--- config.mk ---
export PLATFORM = sky130hd
export DESIGN_NAME = pcie_tx_arbiter
export DESIGN_NICKNAME = d
export VERILOG_FILES = /design/src/rtl/pcie_tx_arbiter.sv
export SDC_FILE = /design/constraint.sdc
export NUM_CORES = 1
export LEC_CHECK = 0
export BUFFER_PORTS_ARGS = -buffer_cell sky130_fd_sc_hd__buf_4
export CELL_PAD_IN_SITES_DETAIL_PLACEMENT = 0
export CELL_PAD_IN_SITES_GLOBAL_PLACEMENT = 1
export CORE_ASPECT_RATIO = 1.2
export CORE_UTILIZATION = 25
export CTS_CLUSTER_DIAMETER = 30
export CTS_CLUSTER_SIZE = 8
export DETAILED_ROUTE_END_ITERATION = 8
export PLACE_DENSITY_LB_ADDON = 0.1
export SLEW_MARGIN = 15
export SYNTH_ARGS = -nofsm -noshare
export SYNTH_HDL_FRONTEND = slang
export SYNTH_SLANG_ARGS = --single-unit
--- constraint.sdc ---
create_clock -name clk -period 1.9 [get_ports clk]
set_input_delay 0.19 -clock clk [delete_from_list [all_inputs] [get_ports clk]]
set_output_delay 0.19 -clock clk [all_outputs]
set_load 0.1 [all_outputs]
--- src/rtl/pcie_tx_arbiter.sv ---
// Two-requester AXI-Stream arbiter in front of the PCIe core TX port, with a
// config-TLP slot handshake toward the core and a saturating dropped-TLP counter.
module pcie_tx_arbiter #(
  parameter logic [5:0] BUF_AV_MIN = 6'd2
) (
  input  logic        clk,
  input  logic        rst_n,
  input  logic [31:0] i_rq0_tdata,
  input  logic [3:0]  i_rq0_tkeep,
  input  logic [3:0]  i_rq0_tuser,
  input  logic        i_rq0_tlast,
  input  logic        i_rq0_tvalid,
  output logic        o_rq0_tready,
  input  logic [31:0] i_rq1_tdata,
  input  logic [3:0]  i_rq1_tkeep,
  input  logic [3:0]  i_rq1_tuser,
  input  logic        i_rq1_tlast,
  input  logic        i_rq1_tvalid,
  output logic        o_rq1_tready,
  output logic [31:0] s_axis_tx_tdata,
  output logic [3:0]  s_axis_tx_tkeep,
  output logic [3:0]  s_axis_tx_tuser,
  output logic        s_axis_tx_tlast,
  output logic        s_axis_tx_tvalid,
  input  logic        s_axis_tx_tready,
  input  logic [5:0]  tx_buf_av,
  input  logic        tx_cfg_req,
  output logic        tx_cfg_gnt,
  input  logic        tx_err_drop,
  output logic [15:0] o_drop_count,
  output logic        o_busy
);

  typedef enum logic [1:0] {IDLE, CFG, GNT0, GNT1} state_t;

  state_t      state_q, state_d;
  logic        last_gnt_q, last_gnt_d;
  logic        cfg_gnt_q, cfg_gnt_d;
  logic        busy_q, busy_d;
  logic [15:0] drop_count_q, drop_count_d;

  // A beat transfers on a cycle with tvalid & tready both high; tvalid never
  // depends on tready, and the granted requester sees the core's tready as-is.
  always_comb begin
    state_d    = state_q;
    last_gnt_d = last_gnt_q;
    case (state_q)
      IDLE: begin
        if (tx_cfg_req) begin
          state_d = CFG;
        end else if (tx_buf_av >= BUF_AV_MIN) begin
          if (i_rq0_tvalid && (!i_rq1_tvalid || last_gnt_q)) begin
            state_d    = GNT0;
            last_gnt_d = 1'b0;
          end else if (i_rq1_tvalid) begin
            state_d    = GNT1;
            last_gnt_d = 1'b1;
          end
        end
      end
      CFG: begin
        if (!tx_cfg_req) state_d = IDLE;
      end
      GNT0: begin
        if (i_rq0_tvalid && s_axis_tx_tready && i_rq0_tlast) state_d = IDLE;
      end
      GNT1: begin
        if (i_rq1_tvalid && s_axis_tx_tready && i_rq1_tlast) state_d = IDLE;
      end
      default: state_d = IDLE;
    endcase
    cfg_gnt_d = (state_d == CFG);
    busy_d    = (state_d != IDLE);
    drop_count_d = drop_count_q;
    if (tx_err_drop && (drop_count_q != 16'hFFFF)) drop_count_d = drop_count_q + 16'd1;
  end

  always_ff @(posedge clk or negedge rst_n) begin
    if (!rst_n) begin
      state_q      <= IDLE;
      last_gnt_q   <= 1'b1;
      cfg_gnt_q    <= 1'b0;
      busy_q       <= 1'b0;
      drop_count_q <= 16'd0;
    end else begin
      state_q      <= state_d;
      last_gnt_q   <= last_gnt_d;
      cfg_gnt_q    <= cfg_gnt_d;
      busy_q       <= busy_d;
      drop_count_q <= drop_count_d;
    end
  end

  // Zero-latency pass-through of the granted requester; everything idles at 0.
  always_comb begin
    s_axis_tx_tdata  = '0;
    s_axis_tx_tkeep  = '0;
    s_axis_tx_tuser  = '0;
    s_axis_tx_tlast  = 1'b0;
    s_axis_tx_tvalid = 1'b0;
    o_rq0_tready     = 1'b0;
    o_rq1_tready     = 1'b0;
    case (state_q)
      GNT0: begin
        s_axis_tx_tdata  = i_rq0_tdata;
        s_axis_tx_tkeep  = i_rq0_tkeep;
        s_axis_tx_tuser  = i_rq0_tuser;
        s_axis_tx_tlast  = i_rq0_tlast;
        s_axis_tx_tvalid = i_rq0_tvalid;
        o_rq0_tready     = s_axis_tx_tready;
      end
      GNT1: begin
        s_axis_tx_tdata  = i_rq1_tdata;
        s_axis_tx_tkeep  = i_rq1_tkeep;
        s_axis_tx_tuser  = i_rq1_tuser;
        s_axis_tx_tlast  = i_rq1_tlast;
        s_axis_tx_tvalid = i_rq1_tvalid;
        o_rq1_tready     = s_axis_tx_tready;
      end
      default: ;
    endcase
  end

  assign tx_cfg_gnt   = cfg_gnt_q;
  assign o_busy       = busy_q;
  assign o_drop_count = drop_count_q;

endmodule

# Word level (Yosys, flattened, before mapping)
# Index checks and enable logic that the tools add are counted.
# Widths: inputs -> output; s select.
[op_classes]
shift = 0
mux = 17
bitwise_logic = 1
mul = 0
reduce_logical = 12
add_sub_neg = 1
div_mod_pow = 0
eq_ne = 5
order_cmp = 1
[ops]
columns = ["cell", "n"]
rows = [
  ["$pmux 32 s2", 1],
  ["$add 16x1->16 const B", 1],
  ["$ne 16x16->1 const B", 1],
  ["$pmux 4 s2", 2],
  ["$mux 2", 7],
  ["$pmux 2 s4", 1],
  ["$ge 6x2->1 const B", 1],
  ["$logic_and 1x1->1", 6],
  ["$eq 2x1->1 const B", 2],
  ["$eq 2x2->1 const B", 2],
  ["$mux 1", 4],
  ["$pmux 1 s2", 2],
  ["$reduce_and 4->1", 1],
  ["$reduce_bool 2->1", 2],
  ["$logic_not 2->1", 1],
  ["$logic_not 1->1", 1],
  ["$logic_or 1x1->1", 1],
  ["$not 1->1", 1],
]
[totals]
mem_bits_rw = 0
input_bits = 95
register_bits = 21
latch_bits = 0
output_inout_bits = 62
romBits = 0
wordCells = 42
memories = 0

# Logic depth before layout (Yosys ltp)
[logic_depth]
ltp_word = 8
ltp_mapped = 5
ltp_nobuf = 5

# Least setup slack after synthesis
# OpenSTA, ideal clock, no wires.
[synth_path]
kind = "flip-flop to output port"
startpoint = "register state_q[0]"
endpoint = "output s_axis_tx_tdata[20]"
path_buffers = 1
t_required_ns = 1.710
arrival_ns = 2.282
stages_incl_launch_ff = 4
slack_ns = -0.572
cell_sequence = "dfrtp_1 > buf_1 > mux2i_1 > nor2b_1"
[synth_between]
elab_chain_cells = 2
word_cells_on_any_way = 3
classes_between = "eq/ne: 2; mux: 1"
[synth_rtl]
columns = ["element", "line", "text"]
rows = [
  ["start: declaration", "36", "state_t state_q, state_d;"],
  ["start signal: assignment", "86", "state_q <= state_d;"],
  ["$eq 2x2->1", "103", "case (state_q)"],
  ["$pmux 32 s2 (*)", "103", ""],
  ["end: declaration", "20", "output logic [31:0] s_axis_tx_tdata,"],
]
# Mark *: on every way between the ends. The rest lies on a longest branch, timed or not.

# Worst setup path after layout
[layout_path]
startpoint = "register state_q[0]"
endpoint = "output s_axis_tx_tuser[1]"
[layout_between]
elab_chain_cells = 2
word_cells_on_any_way = 3
classes_between = "eq/ne: 2; mux: 1"
[layout_rtl]
columns = ["element", "line", "text"]
rows = [
  ["$eq 2x2->1", "103", ""],
  ["$pmux 4 s2 (*)", "103", ""],
  ["end: declaration", "22", "output logic [3:0] s_axis_tx_tuser,"],
]
# Marked as above.

==> reports/qor.csv <==
metric;value;unit
status;completed;
wl;5.81;mm
antenna_found_initial;0;
die_w;79.2;um
htree_levels;1;
synth_edf_count;0;
fin_crit_sh;0.936;
fin_skew;0.00482;ns
syn-instance-count;196;
io_buffers;155;
overflow;0;
fp.dieH;94.6;um
clk_latency;0.26;ns
start_kind;register;
crit_fanout;14;
grt_pass1_wl;9.20;mm
hold_ws;0.203;ns
diodes;0;
cts_setup_buffers;0;
avgRoutedWirePerCell;13.2;um
arrival;1.59;ns
synthFlopType;dfrtp_1;
drt_iter0_drc;45;
ys_seq_area_frac;0.295;
remaining_drc_errors;0;
avgSynthCellArea;9.12;um^2
start_util;0.259;
nets;450;
crit_required;1.71;ns
vias;2051;
detailed_place_hpwl;4.92;mm
ys_types;40;
drive_gt1_frac;0.663;
hold_violations;0;
grt_start_max_net_pins;22;
cp-end-kind;primary output;
rsz0062_at_grt;false;
synthesis.area;0.00179;mm^2
instances_no_fill;440;
reg2reg_slack;0.14;ns
worstSetupEndpoint;s_axis_tx_tuser[1];
grt_pass1_vias;2042;
maxCapViolCount;0;
place_inst;435;
routed_via_density;4.66;
slew_headroom;0.721;
max_freq;562;MHz
cts_buffer_depth;2;
worstMarginPinSlew;0.415;ns
row_count;33;
yosys-top-cells-area;dfrtp_1, mux2i_1, nor2b_1, xnor2_1, nand3_1;
r2r_end;o_drop_count[9]$_DFFE_PN0P_;
r2r_cells;5;
ys_async_sr_fraction;1.00;
num_io_pins;157;
grt_usage;0.153;
synth_common_cells;mux2i_1, nor2b_1, dfrtp_1;
core;0.00690;mm^2
path_cells;buf_12 > mux2i_1 > nor2b_4 > buf_4;
synth_top_area_share;0.280;
ant_nets;0;
area_growth;97.1;%
cts_tree;done;
yosys_warnings;0;
synth_nets;292;
gp_congestion;0.757;
setup_violations;0;
fin_crit;1.78;ns
die_area;0.00750;mm^2
r2r_start;o_drop_count[0]$_DFFE_PN0P_;
hold_path.class;in -> reg;
tns;0;ns
cts_root_buffer;clkbuf_8;
final_util;0.511;
yosys.area.top_type;dfrtp_1;
critPathLaunch;state_q[0]$_DFF_PN0_;
path_clk_slew;0.07;ns
slowest_stage;dfrtp_2;
synth_seq_cells;21;
cp_slowest_stage_delay;0.51;ns
numCtsBuffers;3;
drv_slew;0;
crit_type;reg -> out;
cts_sinks;21;
first_pass_iters;4;
[per-stage QoR]
step / setup WS (ns) / area (um^2)
floorplan: -0.0656 / 2110
global placement: 0.146 / 3460
detailed placement: 0.119 / 3460
CTS: 0.0999 / 3520
global route: 0.0330 / 3520
finish: 0.122 / 3520
[area by class of cell]
class | count | area (um^2)
flip-flops and latches | 21 | 556
fillers | 632 | 3370
repair buffers | 164 | 1300
well taps | 87 | 109
multi-input cells | 164 | 1520
clock buffers | 4 | 45.0
[sequential cells by signal, indices dropped and copies added, names as in the netlist]
signal,count
o_busy,1
o_drop_count,16
tx_cfg_gnt,1
last_gnt_q,1
state_q,2
[how the worst min path moves through the flow]
stage	start	to	slack (ns)	depth (start not counted)
after floorplan	rst_n	o_busy$_DFF_PN0_	-0.11	0
after global placement	rst_n	tx_cfg_gnt$_DFF_PN0_	0.09	1
after detailed placement	rst_n	o_busy$_DFF_PN0_	0.09	1
after CTS	tx_cfg_req	state_q[1]$_DFF_PN0_	0.20	2
after global routing	tx_cfg_req	state_q[1]$_DFF_PN0_	0.23	2
final	tx_cfg_req	state_q[1]$_DFF_PN0_	0.20	2
[kinds of logic after synthesis]
family,after synthesis,synth area share
AO/OA/AOI/OAI,14,0.0588
XOR/XNOR,9,0.0441
adder cells (fa/ha/maj),1,0.00700
buffers and inverters,11,0.0266
flip-flops,21,0.295
multiplexers,45,0.253
AND/OR/NAND/NOR,95,0.316
[layer usage]
layer  wire length, um  vias up  global-route usage
met5                 0        -                   0
met4               107        0              0.0485
met3               489        9              0.0435
met2              3070       91               0.284
met1              2140      941               0.165
li1                  -     1010                   -
[placed cells by master (no fill, tap or decap), types with 2 or more instances in the layout]
cell type,count
buf_4,158
nor2_1,7
buf_12,5
nor2b_4,32
clkbuf_8,3
dfrtp_4,3
nor3_1,3
or4_1,2
a31oi_1,2
nand3_1,8
nand4_1,6
or2_1,2
dfrtp_1,3
mux2i_1,43
xnor2_1,8
a21oi_1,3
nand2_1,10
nor2b_2,10
dfrtp_2,14
and3_1,3
[critical path: cells and delay by family (launching register included)]
kind	cells	cell delay (ns)
DFF	1	0.51
buffers and inverters	2	0.43
muxes	1	0.32
and+or+nand+nor	1	0.06
[what timing repair did]
| item | 4_1_cts | 5_1_grt |
|---|---|---|
| gates resized for setup | 0 | 1 |
| hold endpoints to repair | 20 | 0 |
| hold buffers | 1 | 0 |
| endpoints found under the setup margin | 0 | 1 |
Power is not shown: default switching activity piles up to over one toggle a cycle in this logic, so the estimate is an artifact.
